--- src/rtl/audio_sample_player_pkg.sv ---
// Shared audio-sample descriptors: sample indices, count, and start/length lookup.
// Also holds the player FSM state type.
package audio_sample_player_pkg;

  localparam int unsigned sampleBits   = 4;
  localparam int unsigned Sample_count = 6;

  localparam logic [sampleBits-1:0] Sample_BEEP  = 4'd0;
  localparam logic [sampleBits-1:0] Sample_JUMP  = 4'd1;
  localparam logic [sampleBits-1:0] Sample_COIN  = 4'd2;
  localparam logic [sampleBits-1:0] Sample_HIT   = 4'd3;
  localparam logic [sampleBits-1:0] Sample_EMPTY = 4'd4;
  localparam logic [sampleBits-1:0] Sample_OVER  = 4'd5;

  typedef enum logic [1:0] {
    IDLE,
    PRIME,
    PLAY
  } player_state_t;

  function automatic logic [15:0] sampleStart(input logic [sampleBits-1:0] idx);
    case (idx)
      Sample_BEEP:  sampleStart = 16'h0000;
      Sample_JUMP:  sampleStart = 16'h0040;
      Sample_COIN:  sampleStart = 16'h0100;
      Sample_HIT:   sampleStart = 16'h0200;
      Sample_EMPTY: sampleStart = 16'h0300;
      Sample_OVER:  sampleStart = 16'h3F00;
      default:      sampleStart = 16'h0000;
    endcase
  endfunction

  // Indices at or beyond Sample_count report length 0, which the player ignores.
  function automatic logic [15:0] sampleLength(input logic [sampleBits-1:0] idx);
    case (idx)
      Sample_BEEP:  sampleLength = 16'd2;
      Sample_JUMP:  sampleLength = 16'd100;
      Sample_COIN:  sampleLength = 16'd3;
      Sample_HIT:   sampleLength = 16'd4;
      Sample_EMPTY: sampleLength = 16'd0;
      Sample_OVER:  sampleLength = 16'd6;
      default:      sampleLength = 16'd0;
    endcase
  endfunction

endpackage

--- src/rtl/audio_sample_player_counter.sv ---
// Generic wrapping counter: counts 0..COUNTER_MAX while enabled, TRIG_OUT flags the last count.
module GenericCounter #(
  parameter int unsigned COUNTER_WIDTH = 4,
  parameter int unsigned COUNTER_MAX   = 9
) (
  input  logic CLK,
  input  logic RESET,
  input  logic ENABLE_IN,
  output logic TRIG_OUT
);

  localparam logic [COUNTER_WIDTH-1:0] MAX_C = COUNTER_WIDTH'(COUNTER_MAX);

  logic [COUNTER_WIDTH-1:0] count;

  always_ff @(posedge CLK) begin
    if (RESET) begin
      count <= '0;
    end else if (ENABLE_IN) begin
      if (count == MAX_C) count <= '0;
      else                count <= count + 1'b1;
    end
  end

  assign TRIG_OUT = ENABLE_IN && (count == MAX_C);

endmodule

--- src/rtl/audio_sample_player.sv ---
// Audio trigger consumer: streams 8-bit samples from the sample ROM at a fixed rate
// and drives a PWM audio pin plus the current sample level.
module audio_sample_player
  import audio_sample_player_pkg::*;
#(
  parameter int unsigned SAMPLE_BITS = 4,
  parameter int unsigned ADDR_WIDTH  = 14,
  parameter int unsigned CLK_DIV     = 3125,
  parameter logic [7:0]  SILENCE     = 8'h80
) (
  input  logic                   CLK,
  input  logic                   RESET,
  input  logic [SAMPLE_BITS-1:0] AUDIO_SELECT,
  input  logic                   AUDIO_TRIGGER,
  output logic [ADDR_WIDTH-1:0]  ROM_ADDR,
  input  logic [7:0]             ROM_DATA,
  output logic [7:0]             SAMPLE_OUT,
  output logic                   PWM_OUT,
  output logic                   PLAYING
);

  localparam int unsigned DIV_W = $clog2(CLK_DIV);

  player_state_t           state, state_nxt;
  logic [ADDR_WIDTH-1:0]   addr_nxt;
  logic [7:0]              sample_nxt;
  logic [ADDR_WIDTH-1:0]   remaining, remaining_nxt;
  logic [7:0]              pwm_cnt;

  logic [ADDR_WIDTH-1:0]   start_w;
  logic [ADDR_WIDTH:0]     len_w;
  logic                    accept;
  logic                    tick;
  logic                    div_reset;

  assign start_w = ADDR_WIDTH'(sampleStart(AUDIO_SELECT));
  assign len_w   = (ADDR_WIDTH + 1)'(sampleLength(AUDIO_SELECT));
  assign accept  = AUDIO_TRIGGER && (32'(AUDIO_SELECT) < Sample_count) && (len_w != '0);

  assign div_reset = RESET || accept || (state == PRIME);

  GenericCounter #(
    .COUNTER_WIDTH (DIV_W),
    .COUNTER_MAX   (CLK_DIV - 1)
  ) u_rate_div (
    .CLK       (CLK),
    .RESET     (div_reset),
    .ENABLE_IN (state == PLAY),
    .TRIG_OUT  (tick)
  );

  // remaining is loaded with length-1 at trigger accept rather than in PRIME;
  // nothing reads it before PLAY, so the visible behaviour is unchanged.
  always_comb begin
    state_nxt     = state;
    addr_nxt      = ROM_ADDR;
    sample_nxt    = SAMPLE_OUT;
    remaining_nxt = remaining;
    if (accept) begin
      state_nxt     = PRIME;
      addr_nxt      = start_w;
      remaining_nxt = ADDR_WIDTH'(len_w - 1'b1);
    end else begin
      case (state)
        PRIME: begin
          state_nxt  = PLAY;
          sample_nxt = ROM_DATA;
          addr_nxt   = ROM_ADDR + 1'b1;
        end
        PLAY: begin
          if (tick) begin
            if (remaining != '0) begin
              sample_nxt    = ROM_DATA;
              addr_nxt      = ROM_ADDR + 1'b1;
              remaining_nxt = remaining - 1'b1;
            end else begin
              sample_nxt = SILENCE;
              state_nxt  = IDLE;
            end
          end
        end
        default: sample_nxt = SILENCE;
      endcase
    end
  end

  always_ff @(posedge CLK) begin
    if (RESET) begin
      state      <= IDLE;
      ROM_ADDR   <= '0;
      SAMPLE_OUT <= SILENCE;
      remaining  <= '0;
      pwm_cnt    <= '0;
      PWM_OUT    <= 1'b0;
    end else begin
      state      <= state_nxt;
      ROM_ADDR   <= addr_nxt;
      SAMPLE_OUT <= sample_nxt;
      remaining  <= remaining_nxt;
      pwm_cnt    <= pwm_cnt + 1'b1;
      PWM_OUT    <= (pwm_cnt < SAMPLE_OUT);
    end
  end

  assign PLAYING = (state != IDLE);

  // Descriptors must not straddle the ROM address wrap.
  a_no_wrap: assert property (@(posedge CLK) disable iff (RESET)
    accept |-> ((int'(start_w) + int'(len_w)) <= (1 << ADDR_WIDTH)));

endmodule

--- config.mk ---
export PLATFORM = sky130hd
export DESIGN_NAME = audio_sample_player
export DESIGN_NICKNAME = d
export VERILOG_FILES = /design/src/rtl/audio_sample_player_pkg.sv /design/src/rtl/audio_sample_player_counter.sv /design/src/rtl/audio_sample_player.sv
export SDC_FILE = /design/constraint.sdc
export NUM_CORES = 1
export LEC_CHECK = 0
export CAP_MARGIN = 20
export CELL_PAD_IN_SITES_DETAIL_PLACEMENT = 0
export CELL_PAD_IN_SITES_GLOBAL_PLACEMENT = 1
export CORE_ASPECT_RATIO = 0.6
export CORE_MARGIN = 2
export CORE_UTILIZATION = 45
export CTS_CLUSTER_DIAMETER = 150
export DETAILED_ROUTE_END_ITERATION = 8
export MAX_ROUTING_LAYER = met4
export PLACE_DENSITY = 0.85
export REMOVE_ABC_BUFFERS = 1
export SETUP_SLACK_MARGIN = 0.3
export SLEW_MARGIN = 15
export SYNTH_ARGS = -nofsm -noshare
export SYNTH_HDL_FRONTEND = slang
export SYNTH_HIERARCHICAL = 1
export SYNTH_SLANG_ARGS = --single-unit
--- constraint.sdc ---
create_clock -name CLK -period 7.01 [get_ports CLK]
set_clock_uncertainty 0.15 [all_clocks]
set_input_delay 1.402 -clock CLK [delete_from_list [all_inputs] [get_ports CLK]]
set_output_delay 1.402 -clock CLK [all_outputs]
set_load 0.01 [all_outputs]
Word-level counts from Yosys, hierarchy flattened. Index checks and enable logic that the tools add are counted.

Add/subtract/negate cells: 5. Multiply operators: 0. Div/mod/pow operators: 0. $lt $le $gt $ge: 2. Equal/unequal tests: 13. Shift operators: 0. Multiplexer cells: 18. Bitwise gates (word level): 1. Reduce and logical (&&, ||, !) cells: 20.

Operators by type and width (count): 2-to-1 mux 14 bit (7); case mux 14 bit (5 select lines) (1); case mux 7 bit (5 select lines) (1); case mux 14 bit (2 select lines) (1); subtractor 14 x 1 -> 14 bit, second input constant (2); 2-to-1 mux 8 bit (2); case mux 8 bit (2 select lines) (1); nonzero test 15 bit (1); adder 14 x 1 -> 14 bit, second input constant (1); nonzero test 14 bit (1); adder 12 x 1 -> 12 bit, second input constant (1); == test 12 bit, second input constant (1); 2-to-1 mux 12 bit (1); AND reduction 3 bit (4); nonzero test 2 bit (5); != test 3 bit, second input constant (3); adder 8 x 1 -> 8 bit, second input constant (1); == test 4 x 2 -> 1 bit, second input constant (2); == test 4 x 3 -> 1 bit, second input constant (2); < comparator 8 bit (1); == test 4 x 1 -> 1 bit, second input constant (1); logical NOT 4 bit (1); < comparator 4 x 3 -> 1 bit, second input constant (1); 2-to-1 mux 2 bit (2); 11 further kinds (15).

Flip-flop bits (word level): 59. Latch bits: 0. Bits in writable memories: 0. ROM bits: 0. Input port bits: 15. Output and inout port bits: 24. Logic and storage cells: 67. Memories: 0.

Logic depth before layout (Yosys ltp).
Depth after elaboration: 6. Gate-level depth with buffers: 12. Gate-level depth less buffers: 10.

By module. The synthesis kept the hierarchy.

By module, submodules not included: audio_sample_player (instances 1, cells an instance 303, area each 2580.0 um2, seq. area each 940.9 um2); GenericCounter (instances 1, cells an instance 66, area each 588.1 um2, seq. area each 240.2 um2).

Least setup slack after synthesis. Ideal clock, no wire load.

Path type: in2reg. From: input AUDIO_SELECT[2]. To: register remaining[12]. Library setup time: 0.103 ns. Arrival: 3.287 ns. Required time: 6.757 ns. Path slack: 3.469 ns. Stages on the path: 10. Path buffers: 1. Cell sequence: buf_6 or3b_4 nor3b_1 a21o_1 inv_2 ha_1 nand2_4 nor4b_4 and4_1 a2111oi_2.

Cells in the longest elaborated chain, start to end: 6. Elaborated cells between the ends (all ways): 16. Those cells by class: add/sub: 1; order compare: 1; eq/ne: 4; mux: 2; reduce/logical: 8.

RTL lines: from (decl) (line audio_sample_player.sv:13) `input logic [SAMPLE_BITS-1:0] AUDIO_SELECT,`; branches (longest 6 deep; another with subtractor 14 x 1 -> 14 bit); to (signal assigned) (line audio_sample_player.sv:99) `remaining <= remaining_nxt;`; to (decl) (line audio_sample_player.sv:27) `logic [ADDR_WIDTH-1:0] remaining, remaining_nxt;`.

Several ways; the timed one is not identified. A chain may end at the register's enable or synchronous reset.

Worst setup path in the final report.
From: input AUDIO_SELECT[1]. To: register SAMPLE_OUT[2].

Cells in the longest elaborated chain, start to end: 6. Elaborated cells between the ends (all ways): 12. Those cells by class: order compare: 1; eq/ne: 4; mux: 1; bitwise: 1; reduce/logical: 5.

RTL lines: == test 4 x 3 -> 1 bit (tied with other cells) (line audio_sample_player_pkg.sv:35) `case (idx)`; case mux 7 bit (5 select lines) (line audio_sample_player_pkg.sv:35); nonzero test 15 bit (line audio_sample_player.sv:38) `assign accept = AUDIO_TRIGGER && (32'(AUDIO_SELECT) < Sample_count) && (len_w != '0);`; logical AND 1 bit * (line audio_sample_player.sv:38); inverter 1 bit (no line) *; AND reduction 2 bit (no line) *; to (signal assigned) (line audio_sample_player.sv:98) `SAMPLE_OUT <= sample_nxt;`; to (decl) (line audio_sample_player.sv:17) `output logic [7:0] SAMPLE_OUT,`.

Every way passes the cells marked *; elsewhere a longest branch is shown, timed or not.

==> flow_summary.toml <==
[run_status]
status = "finished clean"

[global_routing]
overflow = 0
grt_max_degree = 46
grt_usage = 0.208
grt_antenna_before_repair = 0
grt_pass1_wl_um = 12300
grt_pass1_vias = 2559

[power]
netSwitchingFraction = 0.254
switching_power_mw = 0.222
p_leak_nw = 1.40
p_int_mw = 0.653
p_seq_frac = 0.408
vdd_drop_max_mv = 0.134
p_clk_frac = 0.460
comb_power_share = 0.132
powerDensity_nw_per_um2 = 226

[floorplan]
start_util = 0.470
boundaryPins = 39
core_um2 = 6730
die_area_um2 = 7750
die_h_um = 69.0
die_w_um = 112
rows = 23

[route]
drt_iter0_markers = 214
via_per_inst = 5.57
wl_per_cell_um = 14.8
met2_length_um = 3010
ant_nets = 0
vias = 2781
wirelength_um = 7380
wl_met1_um = 3890
wl_met3_um = 401
drtPass1Iterations = 4
drc = 0
top_layer = "met4"

[yosys]
synth_top_family_by_area = "simple AND/OR/NAND/NOR gates"
synth-main-ff-cell = "dfxtp_1"
syn_inst = 369
synth-edff-count = 0
yosys.area_share.simple = 0.259
syn_area_per_cell_um2 = 8.59
synthXorXnorAreaFrac = 0.0691
synth-compound-area-share = 0.186
ys_warn_count = 6
synthDistinctLibCells = 58
synth_mux_area_frac = 0.00632
synthAdderAreaFrac = 0.0592
yosysSeqAreaShare = 0.373
synth-seq-cells = 59
synthArstFlopShare = 0
mappedNetlistArea_um2 = 3170

[layout]
antenna_cells = 0
fill_cells = 642
multiInputGateArea_um2 = 1840
area_delta_synth_final_pct = 22.4
final_util = 0.576
ff_latch_area_um2 = 1180
drive_above_1_share = 0.0801
fin_nets = 437

[clocking]
ctsResizeCount = 0
cts_tree = "built"
root_buffer = "clkbuf_16"
hold_buffers = 0
cts_buffers = 9
htree_levels = 3
cts_sinks = 59
post_cts_buffers = 0
path_clk_slew_ns = 0.05
clock_latency_ns = 0.32
cts_buffer_depth = 2

[sta]
clock.fmax_mhz = 241
rsz0062_at_grt = "no"
setup_tns_ns = 0
hold_viol = 0
period_share = 0.593
worst_pin_slew_ns = 0.890
period_needed_ns = 4.16
setup_viol = 0
drv_slew = 0
relSlewSlack = 0.405

[setup_path]
cp_max_fo = 19
timing.rr.start = "state[0]$_SDFFE_PP0P_"
arrival_ns = 4.27
critPathKind = "input port to register"
r2r_setup_slack_ns = 3.99
timing.rr.end = "remaining[11]$_SDFFE_PP0P_"
startpoint_type = "input port"
worstPathRequired_ns = 7.12
rr_worst_depth = 10
crit_path_end_kind = "register"

[place]
dp_hpwl_um = 5210
portBuffers = 38
gp_congestion = 0.864

[min_path]
hold_class = "register to register"
hold_start = "remaining[13]$_SDFFE_PP0P_"
hold_depth = 2
min_to = "remaining[13]$_SDFFE_PP0P_"

[flow_run]
max-cap-violations = 0
[state kept, by name, summed over array words and instances, names as in the netlist]
signal / count
PWM_OUT: 1
ROM_ADDR: 14
SAMPLE_OUT: 8
pwm_cnt: 8
remaining: 14
state: 2
u_rate_div/count: 12
[area by class of cell]
type / count / area share
multi-input combinational: 276 / 0.474
sequential: 59 / 0.305
tap: 87 / 0.0281
timing repair buffer: 40 / 0.102
inverter: 21 / 0.0203
clock buffer: 14 / 0.0681
clock inverter: 2 / 0.00258
[synth_stat cells, types with 6 or more instances]
library cell | n | area [um2]
ha_1 | 15 | 188
o21ai_0 | 14 | 70.1
xor2_1 | 14 | 123
dfxtp_1 | 59 | 1180
nor4_1 | 6 | 37.5
nor3_1 | 12 | 60.1
nand3_1 | 13 | 65.1
clkbuf_1 | 7 | 26.3
a21oi_1 | 28 | 140
a22oi_1 | 9 | 67.6
xnor2_1 | 11 | 96.3
a21o_1 | 8 | 60.1
nor2_1 | 50 | 188
nand4_1 | 6 | 37.5
inv_1 | 20 | 75.1
nand2_1 | 24 | 90.1
[logic make-up after synthesis]
family	Yosys count
AND/OR/NAND/NOR	148
AO/OA/AOI/OAI	86
flip-flops	59
buffers and inverters	34
XOR/XNOR	25
adder cells (fa/ha/maj)	15
multiplexers	2
[worst max-delay path by stage]
stage / startpoint / to / slack, ns / depth (start not counted)
3_3_place_gp: AUDIO_SELECT[1] / SAMPLE_OUT[5]$_SDFFE_PP0P_ / 2.80 / 7
5_1_grt: AUDIO_SELECT[0] / SAMPLE_OUT[2]$_SDFFE_PP0P_ / 2.49 / 7
2_1_floorplan: AUDIO_SELECT[1] / remaining[12]$_SDFFE_PP0P_ / 3.32 / 6
6_report: AUDIO_SELECT[1] / SAMPLE_OUT[2]$_SDFFE_PP0P_ / 2.85 / 7
4_1_cts: AUDIO_SELECT[1] / SAMPLE_OUT[4]$_SDFFE_PP0P_ / 2.87 / 7
3_5_place_dp: AUDIO_SELECT[1] / SAMPLE_OUT[2]$_SDFFE_PP0P_ / 2.54 / 7
[power by group through the flow]
| stage | sequential (mW) | clock [mW] | combinational (mW) |
|---|---|---|---|
| 2_1_floorplan | 0.363 | 0 | 0.0740 |
| 3_3_place_gp | 0.364 | 0 | 0.113 |
| 3_5_place_dp | 0.364 | 0 | 0.114 |
| 4_1_cts | 0.357 | 0.411 | 0.116 |
| 5_1_grt | 0.359 | 0.426 | 0.128 |
| 6_report | 0.357 | 0.403 | 0.115 |
[per-stage QoR]
stage / power, mW / hold slack, ns / setup WS, ns / cell area [um2] / cells
2_1_floorplan: 0.437 / 0.262 / 3.32 / 3100 / 356
3_3_place_gp: 0.477 / 0.290 / 2.80 / 3600 / 483
3_5_place_dp: 0.478 / 0.286 / 2.54 / 3600 / 483
4_1_cts: 0.883 / 0.293 / 2.87 / 3880 / 499
5_1_grt: 0.912 / 0.310 / 2.49 / 3880 / 499
6_report: 0.875 / 0.287 / 2.85 / 3880 / 499
[critical path, stage by stage]
cell and delay [ns]:
clkdlybuf4s50_1 0.54, nand2b_1 0.24, a21o_1 0.54, o21ai_1 0.43, nor3b_1 0.83, a22oi_1 0.14
nor2_1 0.13
[cells in the final DEF, fill, tap and decap left out, drive strengths merged, types with 2 or more instances in the layout]
cell / n
nor2b: 2
a211oi: 5
nor2: 51
a2111oi: 3
a32o: 2
xor2: 14
a21o: 8
nand4: 7
nor3: 13
o2111ai: 2
nor4: 8
buf: 2
or2: 4
ha: 15
a22oi: 9
clkdlybuf4s50: 38
inv: 21
xnor2: 11
dfxtp: 59
and4: 3
o21ai: 16
clkinv: 2
clkbuf: 14
nand3: 13
nand2: 25
nand2b: 5
a31oi: 3
mux2i: 2
a21oi: 29
a41o: 2
nor3b: 4
nor4b: 2
and3: 4
[layer usage]
metal | track usage | vias to the layer above
met2 | 0.301 | 69
met1 | 0.280 | 1298
li1 | - | 1405
met4 | 0.0747 | 0
met5 | - | -
met3 | 0.0586 | 9
Power figures use the tool's default switching activity.
